## src/rtl/sa_pkg.sv

```systemverilog
// Shared types and byte-packing constants for the station-address writer.
package sa_pkg;

  typedef enum logic [2:0] {
    IDLE,
    LOAD,
    CHECK,
    COMMIT,
    ERR
  } state_t;

  // Image geometry: six MAC bytes followed by a 16-bit checksum.
  localparam int SA_BYTES     = 8;
  localparam int SA_CSUM_W    = 16;
  localparam int SA_MAC_BYTES = 6;

  // Byte lanes holding the checksum; byte i lives at bits [8i+7:8i] of q.
  localparam int SA_CSUM_LO   = 6;
  localparam int SA_CSUM_HI   = 7;

endpackage

```

## src/rtl/sa_prom_writer_if.sv

```systemverilog
// Byte-write handshake between the CSR write path and the station-address writer.
interface sa_prom_writer_if #(
  parameter int WIDTH = 8
);

  logic             wr_valid;
  logic             wr_ready;
  logic [WIDTH-1:0] wr_data;
  logic             wr_last;

  modport master (output wr_valid, wr_data, wr_last, input wr_ready);
  modport slave  (input wr_valid, wr_data, wr_last, output wr_ready);

endinterface

```

## src/rtl/sa_checksum.sv

```systemverilog
// Combinational 16-bit sum of the six MAC bytes, compared with the stored checksum.
module sa_checksum
  import sa_pkg::*;
#(
  parameter int WIDTH = 8
) (
  input  logic [SA_MAC_BYTES-1:0][WIDTH-1:0] mac,
  input  logic [SA_CSUM_W-1:0]               csum,
  output logic                               match
);

  logic [SA_CSUM_W-1:0] sum;

  // Accumulate the MAC bytes modulo 2^16 and compare against {b7,b6}.
  always_comb begin
    // NOTE: sum gets a value before the loop so no path leaves it unassigned (no latch).
    sum = '0;
    for (int i = 0; i < SA_MAC_BYTES; i++) begin
      // NOTE: blocking assignment here so each iteration sees the running total.
      sum = sum + SA_CSUM_W'(mac[i]);
    end
    match = (sum == csum);
  end

endmodule

```

## src/rtl/sa_prom_writer.sv

```systemverilog
// Station-address writer: collects an 8-byte image over a valid/ready handshake,
// validates it, and commits it atomically to q.
// Build option: define SA_CHECKSUM_EN to reject images whose checksum bytes
// {b7,b6} differ from the 16-bit sum of b0..b5; otherwise only length is checked.
module sa_prom_writer
  import sa_pkg::*;
#(
  parameter int          ADDR_WIDTH = 3,
  parameter int          WIDTH      = 8,
  parameter logic [63:0] RESET_SA   = 64'h0000_0000_0000_0000
) (
  input  logic               clk,
  input  logic               rst,
  input  logic               start,
  input  logic               abort,
  sa_prom_writer_if.slave    wr,
  output logic [63:0]        q,
  output logic               busy,
  output logic               done,
  output logic               err
);

  localparam logic [ADDR_WIDTH-1:0] LAST_IDX = ADDR_WIDTH'(SA_BYTES - 1);

  state_t                             state;
  logic [ADDR_WIDTH-1:0]              idx;
  logic [SA_BYTES-1:0][WIDTH-1:0]     shadow;
  logic                               csum_ok;
  logic                               xfer;

  assign xfer = wr.wr_valid && wr.wr_ready;

`ifdef SA_CHECKSUM_EN
  sa_checksum #(
    .WIDTH (WIDTH)
  ) u_checksum (
    .mac   (shadow[SA_MAC_BYTES-1:0]),
    .csum  ({shadow[SA_CSUM_HI], shadow[SA_CSUM_LO]}),
    .match (csum_ok)
  );
`else
  assign csum_ok = 1'b1;
`endif

  // Load/check/commit sequencer; all outputs are registered alongside the state.
  always_ff @(posedge clk or posedge rst) begin
    if (rst) begin
      state       <= IDLE;
      idx         <= '0;
      // NOTE: the shadow buffer is reset so a partial image can never leak into q.
      shadow      <= '0;
      q           <= RESET_SA;
      wr.wr_ready <= 1'b0;
      busy        <= 1'b0;
      done        <= 1'b0;
      err         <= 1'b0;
    end else begin
      done <= 1'b0;
      err  <= 1'b0;
      unique case (state)
        IDLE: begin
          if (start) begin
            state       <= LOAD;
            idx         <= '0;
            wr.wr_ready <= 1'b1;
            busy        <= 1'b1;
          end
        end
        LOAD: begin
          if (abort) begin
            state       <= IDLE;
            wr.wr_ready <= 1'b0;
            busy        <= 1'b0;
          end else if (xfer) begin
            shadow[idx] <= wr.wr_data;
            idx         <= idx + ADDR_WIDTH'(1);
            if (wr.wr_last || idx == LAST_IDX) begin
              // Exactly one legal exit: last byte flagged at the final index.
              state       <= (wr.wr_last && idx == LAST_IDX) ? CHECK : ERR;
              wr.wr_ready <= 1'b0;
            end
          end
        end
        CHECK: begin
          if (abort) begin
            state <= IDLE;
            busy  <= 1'b0;
          end else begin
            state <= csum_ok ? COMMIT : ERR;
          end
        end
        COMMIT: begin
          q     <= shadow;
          done  <= 1'b1;
          state <= IDLE;
          busy  <= 1'b0;
        end
        ERR: begin
          err   <= 1'b1;
          state <= IDLE;
          busy  <= 1'b0;
        end
        default: begin
          state       <= IDLE;
          wr.wr_ready <= 1'b0;
          busy        <= 1'b0;
        end
      endcase
    end
  end

endmodule

```

## src/flat_wrapper.sv

```systemverilog
// flat-port wrapper written by rule: the top's interface ports become plain ports
module sa_prom_writer_flat import sa_pkg::*;
#(
  parameter int          ADDR_WIDTH = 3,
  parameter int          WIDTH      = 8,
  parameter logic [63:0] RESET_SA   = 64'h0000_0000_0000_0000
)
  (clk, rst, start, abort, q, busy, done, err, wr_wr_valid, wr_wr_data, wr_wr_last, wr_wr_ready);
  sa_prom_writer_if #(.WIDTH(WIDTH)) wr_i ();
  input  logic clk;
  input  logic rst;
  input  logic start;
  input  logic abort;
  output logic [63:0] q;
  output logic busy;
  output logic done;
  output logic err;
  input wire logic [$bits(wr_i.wr_valid)-1:0] wr_wr_valid;
  input wire logic [$bits(wr_i.wr_data)-1:0] wr_wr_data;
  input wire logic [$bits(wr_i.wr_last)-1:0] wr_wr_last;
  output wire logic [$bits(wr_i.wr_ready)-1:0] wr_wr_ready;
  assign wr_i.wr_valid = wr_wr_valid;
  assign wr_i.wr_data = wr_wr_data;
  assign wr_i.wr_last = wr_wr_last;
  assign wr_wr_ready = wr_i.wr_ready;
  sa_prom_writer #(.ADDR_WIDTH(ADDR_WIDTH), .WIDTH(WIDTH), .RESET_SA(RESET_SA)) u_core (.clk(clk), .rst(rst), .start(start), .abort(abort), .wr(wr_i), .q(q), .busy(busy), .done(done), .err(err));
endmodule
```

## config.mk

```make
export PLATFORM = sky130hd
export DESIGN_NAME = sa_prom_writer_flat
export DESIGN_NICKNAME = d
export VERILOG_FILES = /design/src/rtl/sa_pkg.sv /design/src/rtl/sa_prom_writer_if.sv /design/src/rtl/sa_checksum.sv /design/src/rtl/sa_prom_writer.sv /design/src/flat_wrapper.sv
export SDC_FILE = /design/constraint.sdc
export NUM_CORES = 1
export LEC_CHECK = 0
export ABC_AREA = 1
export CORE_MARGIN = 4
export CORE_UTILIZATION = 55
export DETAILED_ROUTE_END_ITERATION = 8
export PLACE_DENSITY = 0.91
export SLEW_MARGIN = 20
export SYNTH_ARGS = -nofsm -noshare
export SYNTH_HDL_FRONTEND = slang
export SYNTH_SLANG_ARGS = --single-unit
```

## constraint.sdc

```tcl
create_clock -name clk -period 11 [get_ports clk]
set_input_delay 1.1 -clock clk [delete_from_list [all_inputs] [get_ports clk]]
set_output_delay 1.1 -clock clk [all_outputs]
set_load 0.005 [all_outputs]
```

Word level (Yosys, flattened, before mapping). Index checks and enable logic that the tools add are counted. W data, S select, Z words.

Output and inout port bits: 68. Bits in registers: 138. Bits of input ports: 14.

Multiplexer cells: 23. Add/sub/neg operators: 1. Reduce and logical (&&, ||, !) cells: 13. Bitwise logic cells: 2. Eq/ne operators: 11. Order comparisons: 2.

Operator list (count): $bwmux W64 (1); $demux W8 S3 (1); $mux W3 (8); $pmux W3 S3 (1); $mux W8 (1); $reduce_and A4 Y1 (2); $mux W1 (7); $eq A3 B2 Y1 const B (2); $eq A3 B3 Y1 const B (2); $ne A3 B2 Y1 const B (2); $pmux W3 S2 (1); $reduce_and A3 Y1 (2); $lt A3 B4 Y1 const B (1); $ne A2 B1 Y1 const B (2); $ne A2 B2 Y1 const B (2); $add A3 B1 Y3 const B (1); $eq A3 B1 Y1 const B (1); $ge A3 B1 Y1 const B (1); $logic_and A1 B1 Y1 (3); $logic_not A3 Y1 (1); $pmux W1 S3 (1); $reduce_or A3 Y1 (1); $mux W2 (1); $not A1 Y1 (2); other kinds (5) (5).

Depth between registers and ports, before layout.
Depth in word-level cells: 7. Depth in mapped cells: 8.

Worst setup path before layout. No wires, ideal clock.

Path type: in2reg. Start point: input port abort. End point: register u_core.shadow[24] (netlist bit). Slack: 8.903 ns. Library setup time: 0.123 ns. Arrival: 1.974 ns. Cell stages on the path: 7. Required time: 10.877 ns. Buffers on the path: 1. Cell sequence: inv_1 nand3_4 nor2_8 nand2_4 buf_6 nand2_1 o21ai_2.

Word-level cells in the longest chain between the ends: 2.

Ends and longest elaborated chain: from (decl) (RTL line flat_wrapper.sv:13) `input logic abort;`; $not A1 Y1 (no line); $reduce_and A3 Y1 (no line); to (signal, indexed assignment) (RTL line sa_prom_writer.sv:75) `shadow[idx] <= wr.wr_data;`; to (decl) (RTL line sa_prom_writer.sv:27) `logic [SA_BYTES-1:0][WIDTH-1:0] shadow;`.

Every way passes these cells. A chain may end at the register's enable or synchronous reset.

Worst setup path after layout.
Start point: register u_core.q[0]. End point: output port q[0].

RTL lines: from (decl) (RTL line sa_prom_writer.sv:17) `output logic [63:0] q,`; from (signal assigned) (RTL line sa_prom_writer.sv:93) `q <= shadow;`; to (decl) (RTL line flat_wrapper.sv:14) `output logic [63:0] q;`.

No word-level cell between the ends.

==> results.md <==
* Result of the run: finished, final reports clean
* Global route overflow at 0
* Starting Density at 0.5749
* Layout cell share with drive strength beyond 1 at 0.08408
* Placement row count at 35
* Clock tree buffer depth at 2
* Worst setup path startpoint: u_core.q[0]
* Minimum clock period at 2.546 ns
* Largest cells by area after synthesis: dfrtp_1 (64%), nand2_1 (20%), o21ai_1 (5.2%)
* Area share of the largest cell type after synthesis at 0.6380
* Avg Synthesized Cell Area at 9.463 um2
* Number of nets produced by synthesis at 588
* Crit path cell chain: clkdlybuf4s50_1
* Antenna violations before repair at 0
* Fraction of the mapped netlist area in simple logic gates at 0.2413
* Synthesized netlist cell count at 572
* Clock buffers created by TritonCTS at 17
* Cell with the largest stage delay on the worst path: clkdlybuf4s50_1
* Clock-pin slew reported for the worst setup and hold paths after clock tree synthesis at 0.06 ns
* CTS hold repair buffers at 0
* TritonCTS clock tree: done
* Unique cell type count in the Yosys netlist at 22
* Number of max-slew violations in the final report at 0
* Kind of cell adding the most delay to the critical path: buffers and inverters
* Final wirelength at 13,640 um
* Endpoint of the worst hold path: u_core.q[56]
* Number of instances on the worst hold path at 2
* Nets at 669
* Insertion delay of the later-clocked pin in the worst-skew pair at 0.53 ns
* Average wire per standard cell at 17.16 um
* Synth-to-Final Area Change at 26.33%
* Finish-stage setup viols at 0
* Reg2reg start: u_core.state[1]
* Arrival @ worst endpoint at 1.45 ns
* Post-route cell area at 6838 um2
* Hold Vio Cnt, Final at 0
* Port buffer count at 81
* Most used cells in the layout excluding fill and tap cells: nand2_1 (282), dfrtp_1 (138), clkdlybuf4s50_1 (81), o21ai_1 (56), inv_1 (22)
* Pwr per Cell Area at 188.8 nW/um2
* Yosys warns at 0
* End of the worst register-to-register path: u_core.q[53]
* Detailed-routing iteration count for the pre-antenna-repair pass at 6
* Final WS setup at 8.454 ns
* Headroom to the max-slew limit at 0.2777
* Proportion of synthesized chip area in sequential cells at 0.6380
* Average via count per standard cell at 5.484
* Overall die area at 11,490 um2
* Total routing usage reported by global routing at 0.2578
* Clock tree root driver cell: clkbuf_8
* Width of the die at 107.2 um
* Highest Clock Rate at 0.3927 GHz
* Total placed instance area at 6250 um2
* Sum of negative setup slack at 0 ns
* Floorplan core area at 9415 um2
* Clk sink count at 138
* Leakage power at 3.571 nW
* CP endpoint kind: output pin
* Largest family of logic cells by synthesized area: simple AND/OR/NAND/NOR gates
* Crit path launch type: flop
* RSZ-0062 raised after global routing: no
* Number of nets with antenna violations after detailed routing at 0
* Number of top-level pins at 82
* Cts repair resizes at 0
* Post-layout total power at 1.291 mW
* Post-Place Worst Slack at 7.952 ns
* Final Skew at 0.007888 ns
* Slew at the pin closest to its max-slew limit at 1.083 ns
* Post-route DRC at 0
* Post-Synth XOR/XNOR Area at 0
* Max rail drop VDD at 127.3 uV
* 1st-iter DRT viols at 368
* Buffer and inverter count on the worst path at 1
* Start point of the worst min-delay path: u_core.q[56]
* Die height at 107.2 um
* Setup slack on the worst flop-to-flop path at 9.05 ns
* Final standard cell utilization of the core at 0.7262
* Critical path's largest stage delay at 0.53 ns
* Required time of the critical path at 9.90 ns
* Setup Buffers After CTS at 0
* Antenna diode count at 0
* Most frequent standard cell in the layout excluding fill and tap cells: nand2_1
* Half-perimeter wire length after placement at 7805 um
* Adder-cell area share of the yosys netlist at 0.004623
* Worst Hold Class: flop to flop
* Portion of the clock cycle consumed by the worst path in the final layout at 0.2315
* Multiplexer area fraction after synthesis at 0
* Fraction of the mapped netlist area in compound gates at 0.06981
* First-pass GRT wire length at 22,560 um
* Biggest fanout along the worst timing path at 2
* Total standard cell area after synthesis at 5413 um2
* Library cell occupying the most area in the post-synthesis netlist: dfrtp_1
* R2r worst-path depth at 7
* Vias in the first global route at 4,460
* Crit Path Class: flop to output pin
* Gpl congestion at 0.8713
* Detailed-route via count at 4,360
* Pin count of the biggest net entering global routing at 81
* Number of synthesized register bits at 138
* Count of max-cap constraint violations at 0
* Number of levels the H-tree was split into at 4
[cell families (layout without fill, tap and decap cells)]
family | Yosys count | count (layout)
and+or+nand+nor | 318 | 318
DFF | 138 | 138
AOI/OAI and AO/OA | 69 | 69
buffers and inverters | 45 | 139
adders and majority gates | 2 | 2
[power breakdown]
part	internal [mW]	switching [mW]
registers	0.553	0.0340
logic	0.0478	0.0950
clock network	0.345	0.216
[area by class of cell]
cell class	count	area, um2
Clock buffer	21	469.2
Clock inverter	11	118.9
Fill cell	596	2577
Inverter	24	92.59
Multi-Input combinational cell	389	1717
Sequential cell	138	3453
Tap cell	129	161.4
Timing Repair Buffer	83	825.8
[Yosys cell counts]
cell and instances:
nand2_1 282, dfrtp_1 138, o21ai_1 56, inv_1 23, nor2_1 16, buf_6 8, nand2_4 8, o21ai_2 8
clkbuf_1 6, buf_4 5, nand3_1 5, nand4_1 3, o21ai_0 3, buf_2 2, ha_1 2, a21oi_1 1
inv_2 1, nand3_4 1, nor2_4 1, nor2_8 1, nor3_1 1, o21a_1 1
[how the worst max path moves through the flow]
stage / end / cells after the start
finish: q[0] / 1
global route: u_core.shadow[34] / 3
CTS: q[53] / 1
detailed placement: u_core.q[28] / 3
global placement: u_core.q[13] / 3
floorplan: u_core.busy / 1
[per-layer routing]
| metal | wire, um | part of all wire | track usage | vias up |
|---|---|---|---|---|
| met5 | 0 | 0 | 0 | - |
| met3 | 1123 | 0.082 | 0.07345 | 59 |
| met1 | 5191 | 0.38 | 0.3037 | 2094 |
| met2 | 6761 | 0.50 | 0.4290 | 253 |
| li1 | - | - | - | 1954 |
| met4 | 562 | 0.041 | 0.1352 | 0 |
[sequential cells by signal, summed over array words and instances, names as in the netlist]
name                cells
u_core.idx              3
u_core.busy             1
u_core.q               64
u_core.err              1
u_core.state            3
u_core.wr.wr_ready      1
u_core.done             1
u_core.shadow          64
[metrics by stage]
step / cells / hold WS [ns]
after floorplan: 572 / 0.4318
after global placement: 763 / 0.4417
after detailed placement: 763 / 0.4573
after CTS: 795 / 0.4722
after global routing: 795 / 0.4887
final: 795 / 0.4682
Power figures use the tool's default switching activity.
